## config.mk

```make
export PLATFORM = sky130hd
export DESIGN_NAME = pulse_stretch_arbiter
export DESIGN_NICKNAME = d
export VERILOG_FILES = /design/src/rtl/pulse_stretch_arbiter.sv
export SDC_FILE = /design/constraint.sdc
export NUM_CORES = 1
export LEC_CHECK = 0
export CAP_MARGIN = 20
export CORE_ASPECT_RATIO = 0.9
export CORE_MARGIN = 2
export CORE_UTILIZATION = 25
export CTS_CLUSTER_SIZE = 30
export DETAILED_ROUTE_END_ITERATION = 6
export DONT_BUFFER_PORTS = 1
export PLACE_DENSITY = 0.37
export SLEW_MARGIN = 20
export SYNTH_ARGS = -nofsm -noshare
export SYNTH_HDL_FRONTEND = slang
export SYNTH_SLANG_ARGS = --single-unit
```

## constraint.sdc

```tcl
create_clock -name clk -period 1.65 [get_ports clk]
set_input_delay 0 -clock clk [delete_from_list [all_inputs] [get_ports clk]]
set_output_delay 0 -clock clk [all_outputs]
set_load 0.05 [all_outputs]
```

## src/rtl/pulse_stretch_arbiter.sv

```systemverilog
// Round-robin arbiter that turns short request pulses into one shared stretched pulse.
// Optional sticky lost-request flags: define PULSE_STRETCH_ARB_OVERFLOW_EN.
module pulse_stretch_arbiter #(
    parameter int N_REQ = 4,
    parameter int CNT_W = 4,
    localparam int ID_W = (N_REQ > 1) ? $clog2(N_REQ) : 1
) (
    input  logic             clk,
    input  logic             rst,
    input  logic [N_REQ-1:0] req_pulse,
    input  logic [CNT_W-1:0] stretch_len,
    output logic             out_pulse,
    output logic [ID_W-1:0]  grant_id,
    output logic             busy,
    output logic [N_REQ-1:0] pending,
    output logic [N_REQ-1:0] overflow,
    output logic [1:0]       dbg_state
);

    typedef enum logic [1:0] {
        S_IDLE    = 2'd0,
        S_STRETCH = 2'd1,
        S_GAP     = 2'd2
    } state_t;

    state_t           state_q, state_d;
    logic [CNT_W-1:0] cnt_q, cnt_d;
    logic             out_q, out_d;
    logic             busy_q, busy_d;
    logic [ID_W-1:0]  gid_q, gid_d;
    logic [ID_W-1:0]  last_q, last_d;
    logic [N_REQ-1:0] pending_q, pending_d;

    logic             grant_fire;
    logic             found;
    logic [ID_W-1:0]  gnt_idx;
    logic [ID_W-1:0]  cand_id;
    logic [N_REQ-1:0] clr;

    // Only registered pending is arbitrated, so a new request costs one cycle of latency.
    assign grant_fire = ((state_q == S_IDLE) || (state_q == S_GAP)) && (|pending_q);

    always_comb begin
        found   = 1'b0;
        gnt_idx = '0;
        cand_id = '0;
        for (int i = 1; i <= N_REQ; i++) begin
            cand_id = ID_W'((int'(last_q) + i) % N_REQ);
            if (!found && pending_q[cand_id]) begin
                found   = 1'b1;
                gnt_idx = cand_id;
            end
        end
    end

    always_comb begin
        clr = '0;
        if (grant_fire) begin
            clr[gnt_idx] = 1'b1;
        end
    end

    // A fresh pulse on the same edge as its grant stays latched (set wins).
    assign pending_d = (pending_q & ~clr) | req_pulse;

    always_comb begin
        state_d = state_q;
        cnt_d   = cnt_q;
        out_d   = out_q;
        gid_d   = gid_q;
        last_d  = last_q;
        case (state_q)
            S_IDLE, S_GAP: begin
                if (grant_fire) begin
                    state_d = S_STRETCH;
                    out_d   = 1'b1;
                    gid_d   = gnt_idx;
                    last_d  = gnt_idx;
                    cnt_d   = (stretch_len == '0) ? '0 : (stretch_len - CNT_W'(1));
                end else begin
                    state_d = S_IDLE;
                    out_d   = 1'b0;
                end
            end
            S_STRETCH: begin
                if (cnt_q == '0) begin
                    state_d = S_GAP;
                    out_d   = 1'b0;
                end else begin
                    cnt_d = cnt_q - CNT_W'(1);
                end
            end
            default: begin
                state_d = S_IDLE;
                out_d   = 1'b0;
            end
        endcase
        busy_d = (state_d != S_IDLE);
    end

    always_ff @(posedge clk or negedge rst) begin
        if (!rst) begin
            state_q   <= S_IDLE;
            cnt_q     <= '0;
            out_q     <= 1'b0;
            busy_q    <= 1'b0;
            gid_q     <= '0;
            last_q    <= ID_W'(N_REQ - 1);
            pending_q <= '0;
        end else begin
            state_q   <= state_d;
            cnt_q     <= cnt_d;
            out_q     <= out_d;
            busy_q    <= busy_d;
            gid_q     <= gid_d;
            last_q    <= last_d;
            pending_q <= pending_d;
        end
    end

`ifdef PULSE_STRETCH_ARB_OVERFLOW_EN
    logic [N_REQ-1:0] overflow_q;

    // A repeat pulse on an already-pending, not-now-granted requester is a lost request.
    always_ff @(posedge clk or negedge rst) begin
        if (!rst) begin
            overflow_q <= '0;
        end else begin
            overflow_q <= overflow_q | (req_pulse & pending_q & ~clr);
        end
    end

    assign overflow = overflow_q;
`else
    assign overflow = '0;
`endif

    assign out_pulse = out_q;
    assign grant_id  = gid_q;
    assign busy      = busy_q;
    assign pending   = pending_q;
    assign dbg_state = state_q;

endmodule

```

==> impl_metrics.ini <==
[pwr]
p_seq_share_pct = 39.9
clockPowerShare_pct = 14.3
p_leak_nw = 0.457
peakVddDrop_mv = 1.07
internal_power_mw = 1.30
power_density_mw_per_mm2 = 2170
p_sw_mw = 1.12
switching_share_pct = 46.3
power.total_mw = 2.42
power_frac_comb_pct = 45.9

[cts]
clk_pin_slew_worst_paths_ps = 60
cts_sinks = 16
cts_buffers = 3
cts_tree = built
clock_path_buffers = 2
htreeDepth = 1
postCtsSetupRepairBufs = 0
clk_latency_ps = 250
cts_root_buf = clkbuf_8

[die]
die_w_um = 67.2
start_util_pct = 26.4
num_rows = 20
die_y_um = 60.9
num_io_pins = 24
core_area_mm2 = 0.00340
die-area_mm2 = 0.00409

[synthesis]
ys_types = 37
synth-compound-area-share_pct = 20.1
syn_area_per_cell_um2 = 9.76
synth_mux_area_share_pct = 2.23
syn_inst = 92
synth_top_family_by_area = simple AND/OR/NAND/NOR gates
synth_edf_count = 0
ys_seq_elements = 16
yosysSeqAreaShare_pct = 44.8
yosysWarnings = 0
netlist_area_um2 = 898
synth_top_area_share_pct = 39.0
synthFlopType = dfrtp_1
ys_async_sr_fraction_pct = 100
yosys.area_share.simple_pct = 24.2
synth_area_leader_cell = dfrtp_1
synth_xor_area_share_pct = 0
synthAdderAreaFrac_pct = 1.39
ys_top_cells_by_area = dfrtp_1 (39%), dfstp_2 (5.8%), nor2_1 (3.8%)

[run_status]
status = finished clean

[cells_and_area]
regArea_um2 = 405
multi_input_area_um2 = 468
final_common_cell = dfrtp_1
design_area_mm2 = 0.00112
area.growth.synth_to_final_pct = 24.2
finalNetCount = 119
layout_common_cells = dfrtp_1 (12), nor2_1 (9), buf_4 (9)
fillers = 371
drive_gt1_share_pct = 29.0
antenna_cells = 0

[place]
place_congestion = 0.677
dp_hpwl_um = 1470
io_buffers = 0
place_area_um2 = 988

[critical_path]
cp.required_ps = 1780
startpoint_type = flop
worstPathMaxFanout = 9
end_kind = flop
arrival_ps = 1680
regToRegStartpoint = pending[3]
crit_type = flop to flop
cp-startpoint = pending[3]
ff2ff_path_depth = 5

[route]
vias_per_cell = 4.56
drc = 0
wl_um = 1950
drt_iter0_drc = 22
vias = 689
firstDrtPassIters = 4
wl_per_cell_um = 12.9
ant_nets = 0

[global_routing]
grt_pass1_vias = 628
overflow = 0
antenna_found_initial = 0
grt_max_degree = 17
grt_first_pass_wirelength_um = 3120
grtUsageTotal_pct = 10.6

[timing]
slew_violations = 0
relSlewSlack_pct = 51.4
hold_violations = 0
tightest_slew_ps = 727
rsz0062_at_grt = no
fin_skew_ps = 1.66
setup_viol = 0
period_needed_ps = 1550
fmax_mhz = 647
fin_tns_setup_ps = 0
fin_crit_sh_pct = 93.7

[worst_hold_path]
min_from = stretch_len[1]
hold_depth = 2
hold_path_class = input pin to flop

[run]
cap_violations = 0
cells by family (layout without fill, tap and decap cells):
logic type | count (synthesis) | count (layout)
compound gates | 23 | 23
fa+ha+maj | 1 | 1
buf+inv | 10 | 22
flops | 16 | 16
mux | 2 | 2
other cells | 1 | 4
simple gates | 39 | 39
cell type report:
type	count	area share, %
multi-input combinational	69	41.9
sequential	16	36.3
inverter	4	1.35
clock buffer	4	4.93
timing repair buffer	14	10.5
tap	44	4.93
state kept, by name, indices dropped and copies added, names as in the netlist:
register,cells
last_q,2
busy,1
dbg_state,2
cnt_q,4
pending,4
out_pulse,1
grant_id,2
per-stage QoR:
stage	hold slack [ps]	utilization [%]	setup WS [ps]	instances
global placement	-295	29.0	43.8	142
detailed placement	-295	29.0	36.2	142
CTS	3.09	32.1	23.9	151
global route	36.3	32.8	12.2	151
finish	0.461	32.8	104	151
floorplan	-296	-	2.78	95
Yosys cell counts (all sizes together), types with 3 or more instances:
cell type / number
a21o: 4
a21oi: 6
buf: 6
dfrtp: 14
inv: 4
nand2: 9
nand3: 3
nor2: 9
nor3: 6
o21a: 3
worst paths after layout:
check,end,slack (ps)
setup / recovery,cnt_q[0],100
hold / removal,cnt_q[1],0.5
min in group asynchronous,pending[0],250
setup reg to reg,cnt_q[0],100
max in group asynchronous,pending[3],900
hold reg to reg,cnt_q[1],560
metal layers:
layer / share of wire (%) / track usage [%] / vias to the layer above
met1: 52 / 15.6 / 312
met4: 0.41 / 2.62 / 0
li1: - / - / 354
met2: 40 / 14.1 / 21
met5: 0 / 0 / -
met3: 7.2 / 4.45 / 2
power by group through the flow:
stage | sequential [mW] | clock [mW] | combinational, mW
finish | 0.966 | 0.346 | 1.11
global route | 1.00 | 0.371 | 1.24
CTS | 0.964 | 0.357 | 1.08
detailed placement | 0.970 | 0 | 1.06
global placement | 0.971 | 0 | 1.06
floorplan | 1.05 | 0 | 0.717
critical path, stage by stage, from the launching register on:
cell	delay, ps
dfrtp_2	530
nor4_2	350
or2_4	230
buf_4	140
nand2_2	50
mux2i_1	110
timing repair:
item | CTS | global route
setup endpoints to repair | 0 | 6
hold buffers | 5 | 0
resized for setup | 0 | 6
hold endpoints to repair | 20 | 0
Note: power is estimated with default switching activity, not from simulation.
